[config.mk]
export PLATFORM = sky130hd
export DESIGN_NAME = layer_out_serializer
export DESIGN_NICKNAME = d
export VERILOG_FILES = /design/src/rtl/layer_out_serializer_pkg.sv /design/src/rtl/layer_out_serializer.sv
export SDC_FILE = /design/constraint.sdc
export NUM_CORES = 2
export LEC_CHECK = 0
export BUFFER_PORTS_ARGS = -buffer_cell sky130_fd_sc_hd__buf_4
export CAP_MARGIN = 40
export CELL_PAD_IN_SITES_DETAIL_PLACEMENT = 1
export CELL_PAD_IN_SITES_GLOBAL_PLACEMENT = 2
export CORE_MARGIN = 10
export CORE_UTILIZATION = 35
export DETAILED_ROUTE_END_ITERATION = 16
export PLACE_DENSITY_LB_ADDON = 0.1
export SLEW_MARGIN = 10
export SYNTH_ARGS = -nofsm -noshare
export SYNTH_HDL_FRONTEND = slang
export SYNTH_SLANG_ARGS = --single-unit
[constraint.sdc]
create_clock -name clk -period 4.1 [get_ports clk]
set_input_delay 0.205 -clock clk [delete_from_list [all_inputs] [get_ports clk]]
set_output_delay 0.205 -clock clk [all_outputs]
set_load 0.02 [all_outputs]
[src/rtl/layer_out_serializer_pkg.sv]
// layer_out_serializer_pkg: shared layer constants, FSM encoding and sizing helpers
package layer_out_serializer_pkg;

    localparam logic [0:0] IDLE  = 1'b0;
    localparam logic [0:0] SHIFT = 1'b1;

    localparam int DEFAULT_NN         = 16;
    localparam int DEFAULT_DATA_WIDTH = 16;

    // Element counter width; a single-element vector still needs one bit.
    function automatic int cnt_w(input int n);
        return (n > 1) ? $clog2(n) : 1;
    endfunction

endpackage

[src/rtl/layer_out_serializer.sv]
// layer_out_serializer: turns a captured parallel neuron-output vector into a gapless
// serial element stream, with a one-deep pending slot and a sticky drop flag.
module layer_out_serializer
    import layer_out_serializer_pkg::*;
#(
    parameter int NN        = DEFAULT_NN,
    parameter int dataWidth = DEFAULT_DATA_WIDTH
) (
    input  logic                    clk,
    input  logic                    rst,
    input  logic [NN-1:0]           i_valid,
    input  logic [NN*dataWidth-1:0] i_data,
    output logic                    x_valid,
    output logic [dataWidth-1:0]    x_out,
    output logic                    busy,
    output logic                    overflow
);

    localparam int CW = cnt_w(NN);
    localparam logic [CW-1:0] LAST = CW'(NN - 1);

    typedef logic [NN-1:0][dataWidth-1:0] vec_t;

    logic [0:0]           state_q, state_d;
    logic [CW-1:0]        cnt_q, cnt_d;
    vec_t                 act_q, act_d;
    vec_t                 pend_q, pend_d;
    logic                 pend_full_q, pend_full_d;
    logic                 x_valid_q, x_valid_d;
    logic [dataWidth-1:0] x_out_q, x_out_d;
    logic                 ovf_q, ovf_d;
    logic                 cap;
    logic                 last;
    logic                 unused_valid;

    // Only bit 0 strobes a capture; the remaining strobes are intentionally ignored.
    assign cap          = i_valid[0];
    assign unused_valid = ^i_valid;
    assign last         = (state_q == SHIFT) && (cnt_q == LAST);

    always_comb begin
        state_d     = state_q;
        cnt_d       = cnt_q;
        act_d       = act_q;
        pend_d      = pend_q;
        pend_full_d = pend_full_q;
        ovf_d       = ovf_q;
        if (state_q == IDLE) begin
            if (cap) begin
                state_d = SHIFT;
                cnt_d   = '0;
                act_d   = vec_t'(i_data);
            end
        end else if (!last) begin
            cnt_d = cnt_q + 1'b1;
            if (cap && !pend_full_q) begin
                pend_d      = vec_t'(i_data);
                pend_full_d = 1'b1;
            end else if (cap) begin
                ovf_d = 1'b1;
            end
        end else if (pend_full_q) begin
            // Hand over the waiting vector; a same-cycle strobe refills the slot without loss.
            act_d       = pend_q;
            cnt_d       = '0;
            pend_d      = cap ? vec_t'(i_data) : pend_q;
            pend_full_d = cap;
        end else if (cap) begin
            act_d = vec_t'(i_data);
            cnt_d = '0;
        end else begin
            state_d = IDLE;
            cnt_d   = '0;
        end
        x_valid_d = (state_d == SHIFT);
        x_out_d   = x_valid_d ? act_d[cnt_d] : '0;
    end

    always_ff @(posedge clk) begin
        if (rst) begin
            state_q     <= IDLE;
            cnt_q       <= '0;
            act_q       <= '0;
            pend_q      <= '0;
            pend_full_q <= 1'b0;
            x_valid_q   <= 1'b0;
            x_out_q     <= '0;
            ovf_q       <= 1'b0;
        end else begin
            state_q     <= state_d;
            cnt_q       <= cnt_d;
            act_q       <= act_d;
            pend_q      <= pend_d;
            pend_full_q <= pend_full_d;
            x_valid_q   <= x_valid_d;
            x_out_q     <= x_out_d;
            ovf_q       <= ovf_d;
        end
    end

    assign x_valid  = x_valid_q;
    assign x_out    = x_out_q;
    assign busy     = (state_q == SHIFT) || pend_full_q;
    assign overflow = ovf_q;

endmodule

==> metrics.yaml <==
power_density_nw_per_um2: 440.8
initial_core_util_pct: 35.39
cts_tree: "yes"
p_int_mw: 9.253
async_flop_share_pct: 0
drive_gt1_share_pct: 15.15
synth_top_flop_cell: "dfxtp_1"
rows: 90
clockBufferDepth: 3
synth_edf_count: 0
maxCapViolCount: 0
worstMarginPinSlew_ns: 1.152
vias_per_cell: 5.586
setup_viol: 0
maxSlewHeadroom_pct: 23.18
place_congestion: 0.8337
cp-start-kind: "flop"
min_period_ns: 3.476
path_clk_slew_ns: 0.06
core_um2: 60360
ioPinCount: 293
synthesis.area_um2: 21360
nNetsFinal: 3277
seqPwrFrac_pct: 44.2
cts_sinks: 535
drc: 0
antenna_cells: 0
critical_path_required_ns: 4.58
grt_start_max_net_pins: 226
dp.cells: 3466
path_max_fanout: 67
ant_nets: 0
synth_area_leaders: "dfxtp_1, a21oi_1, nand2_1"
vdd_drop_max_uv: 384.9
antenna_found_initial: 1
cpPeakStageDelay_ns: 0.75
dr_total_vias: 21400
critical-path-slowest-cell: "nor4_1"
clk_latency_ns: 0.63
synth_top_area_share_pct: 50.14
io_buffer_count: 277
cts-root-buf: "clkbuf_16"
synth.distinct_cells: 55
routedWlPerCell_um: 24.01
gr-usage-all-layers_pct: 25.02
setup_ws_ns: 0.6244
fin_setup_tns_ns: 0
dieArea_um2: 71310
placed_cell_area_um2: 24170
fin_cells: 3832
p_leak_nw: 10.98
synth_fp_nets: 2851
finalCoreUtilization_pct: 47.45
fp.dieH_um: 267.0
critPathCaptureType: "flop"
ys_seq_area_share_pct: 50.14
drt_iter0_drc: 1859
netlist_top_cells_count: "nand2_1, dfxtp_1, a21oi_1"
dr.pass1.iters: 6
arrival_ns: 3.96
status: "completed"
fin_area_um2: 28640
swShare_pct: 26.71
grt-ovfl-total: 0
postCtsResizedCells: 0
cts_setup_buffers: 0
synthToLayoutAreaGrowth_pct: 34.08
drv_slew: 0
pwr-share-clk_pct: 41.7
fin_skew_ns: 0.01492
synth_most_common_cell: "nand2_1"
synth_area_per_cell_um2: 8.292
p_sw_mw: 3.372
fmaxAchievable_mhz: 287.7
path_cells: "ha_1 -> nand3_1 -> buf_4 -> a21o_4 -> buf_12 -> a22o_1 -> a21oi_1 -> o22ai_1 -> nor4_1 -> o22ai_1"
routed_wl_um: 92020
hold_viol: 0
grt_pass1_vias: 22500
htreeDepth: 2
yosysWarningCount: 0
critPathKind: "flop to flop"
rsz0062_at_grt: "no"
period_share_pct: 84.77
grt_pass1_wl_um: 139100
ys_ff_latch: 535
post-place-ws_ns: 0.7418
multi_input_area_um2: 9590
regArea_um2: 10710
die_w_um: 267.0
yosysTopAreaCell: "dfxtp_1"
hpwl_um: 60340
p_comb_share_pct: 14.1
netlist_instances: 2576
hold_path.class: "primary input to flop"
cts_hold_buf: 256
fillers: 6932
cp_common_cell: "o22ai_1"
cts_made_buffers: 60
area by class of cell:
class / count / area share, %
inverter: 2 / 0.02621
clock inverter: 11 / 0.2184
sequential: 535 / 37.40
multi-input combinational: 1798 / 33.49
timing repair buffer: 605 / 19.00
clock buffer: 99 / 6.457
tap: 782 / 3.416
cells by family (layout without fill, tap and decap cells):
family / after synthesis / after routing / synth area share [%]
AND/OR/NAND/NOR: 888 / 888 / 16.55
buffers and inverters: 243 / 717 / 5.090
multiplexers: 14 / 14 / 0.6560
AO/OA/AOI/OAI: 894 / 894 / 27.46
flip-flops: 535 / 535 / 50.14
adder cells (fa/ha/maj): 1 / 1 / 0.05857
XOR/XNOR: 1 / 1 / 0.04101
routing by layer:
metal  part of all wire, %  GRT usage, %  up-vias
li1                      -             -    10000
met1                    45         33.96    10700
met2                    48         41.45      598
met3                   5.3         3.175      106
met4                   2.0         6.096        0
met5                     0             0        -
flip-flops by register name, indices dropped and copies added (netlist names):
register     flops
overflow         1
pend_full_q      1
x_valid          1
act_q          256
cnt_q            4
x_out           16
pend_q         256
per-stage QoR:
stage | power, mW | hold WS (ns)
5_1_grt | 13.12 | 0.08341
3_3_place_gp | 7.211 | 0.4382
3_5_place_dp | 7.265 | 0.4461
2_1_floorplan | 6.493 | 0.3410
6_report | 12.63 | 0.06233
4_1_cts | 12.72 | 0.02932
critical path, delay by kind of cell, from the launching register on:
kind | cells | cell delay (ns)
adders and majority gates | 1 | 0.29
and+or+nand+nor | 2 | 0.88
AOI/OAI and AO/OA | 5 | 1.17
buffers and inverters | 2 | 0.51
DFF | 1 | 0.42
power by group through the flow:
stage | logic [mW] | clock network (mW) | registers (mW)
2_1_floorplan | 0.829 | 0 | 5.66
3_3_place_gp | 1.53 | 0 | 5.68
3_5_place_dp | 1.57 | 0 | 5.70
4_1_cts | 1.78 | 5.36 | 5.58
5_1_grt | 1.92 | 5.59 | 5.61
6_report | 1.78 | 5.26 | 5.59
worst paths after layout:
| path | slack [ns] | to | from | depth (start not counted) |
|---|---|---|---|---|
| hold / removal | 0.06 | act_q[53]$_SDFF_PP0_ | rst | 2 |
| setup / recovery | 0.62 | x_out[2]$_SDFF_PP0_ | cnt_q[0]$_SDFF_PP0_ | 10 |
| hold reg to reg | 0.45 | pend_q[12]$_SDFFE_PP0P_ | pend_q[12]$_SDFFE_PP0P_ | 2 |
| setup reg to reg | 0.62 | x_out[2]$_SDFF_PP0_ | cnt_q[0]$_SDFF_PP0_ | 10 |
placed cells by master, fill, tap and decap left out, types with 3 or more instances in the layout:
cell | synthesis | layout
nand2_1 | 589 | 589
dfxtp_1 | 535 | 534
a21oi_1 | 457 | 456
buf_4 | 0 | 328
dlygate4sd3_1 | 0 | 256
nor2_1 | 230 | 230
a22o_1 | 157 | 157
o22ai_1 | 113 | 113
clkbuf_16 | 0 | 61
a222oi_1 | 51 | 51
a22oi_1 | 40 | 40
clkbuf_1 | 137 | 20
buf_12 | 0 | 20
clkbuf_8 | 0 | 18
nand3_1 | 16 | 16
a221oi_1 | 16 | 16
mux2i_1 | 14 | 14
nor4_1 | 14 | 14
and3_1 | 11 | 11
o221ai_1 | 11 | 11
clkinv_2 | 0 | 9
nor2b_1 | 7 | 7
a221oi_2 | 6 | 6
a211oi_1 | 6 | 6
a31oi_1 | 5 | 5
a21o_1 | 5 | 4
o21ai_0 | 4 | 4
nor3b_2 | 4 | 4
a221o_1 | 3 | 3
a2111oi_0 | 3 | 3
o211a_1 | 3 | 3
No activity file was read; power rests on OpenSTA's default activity.
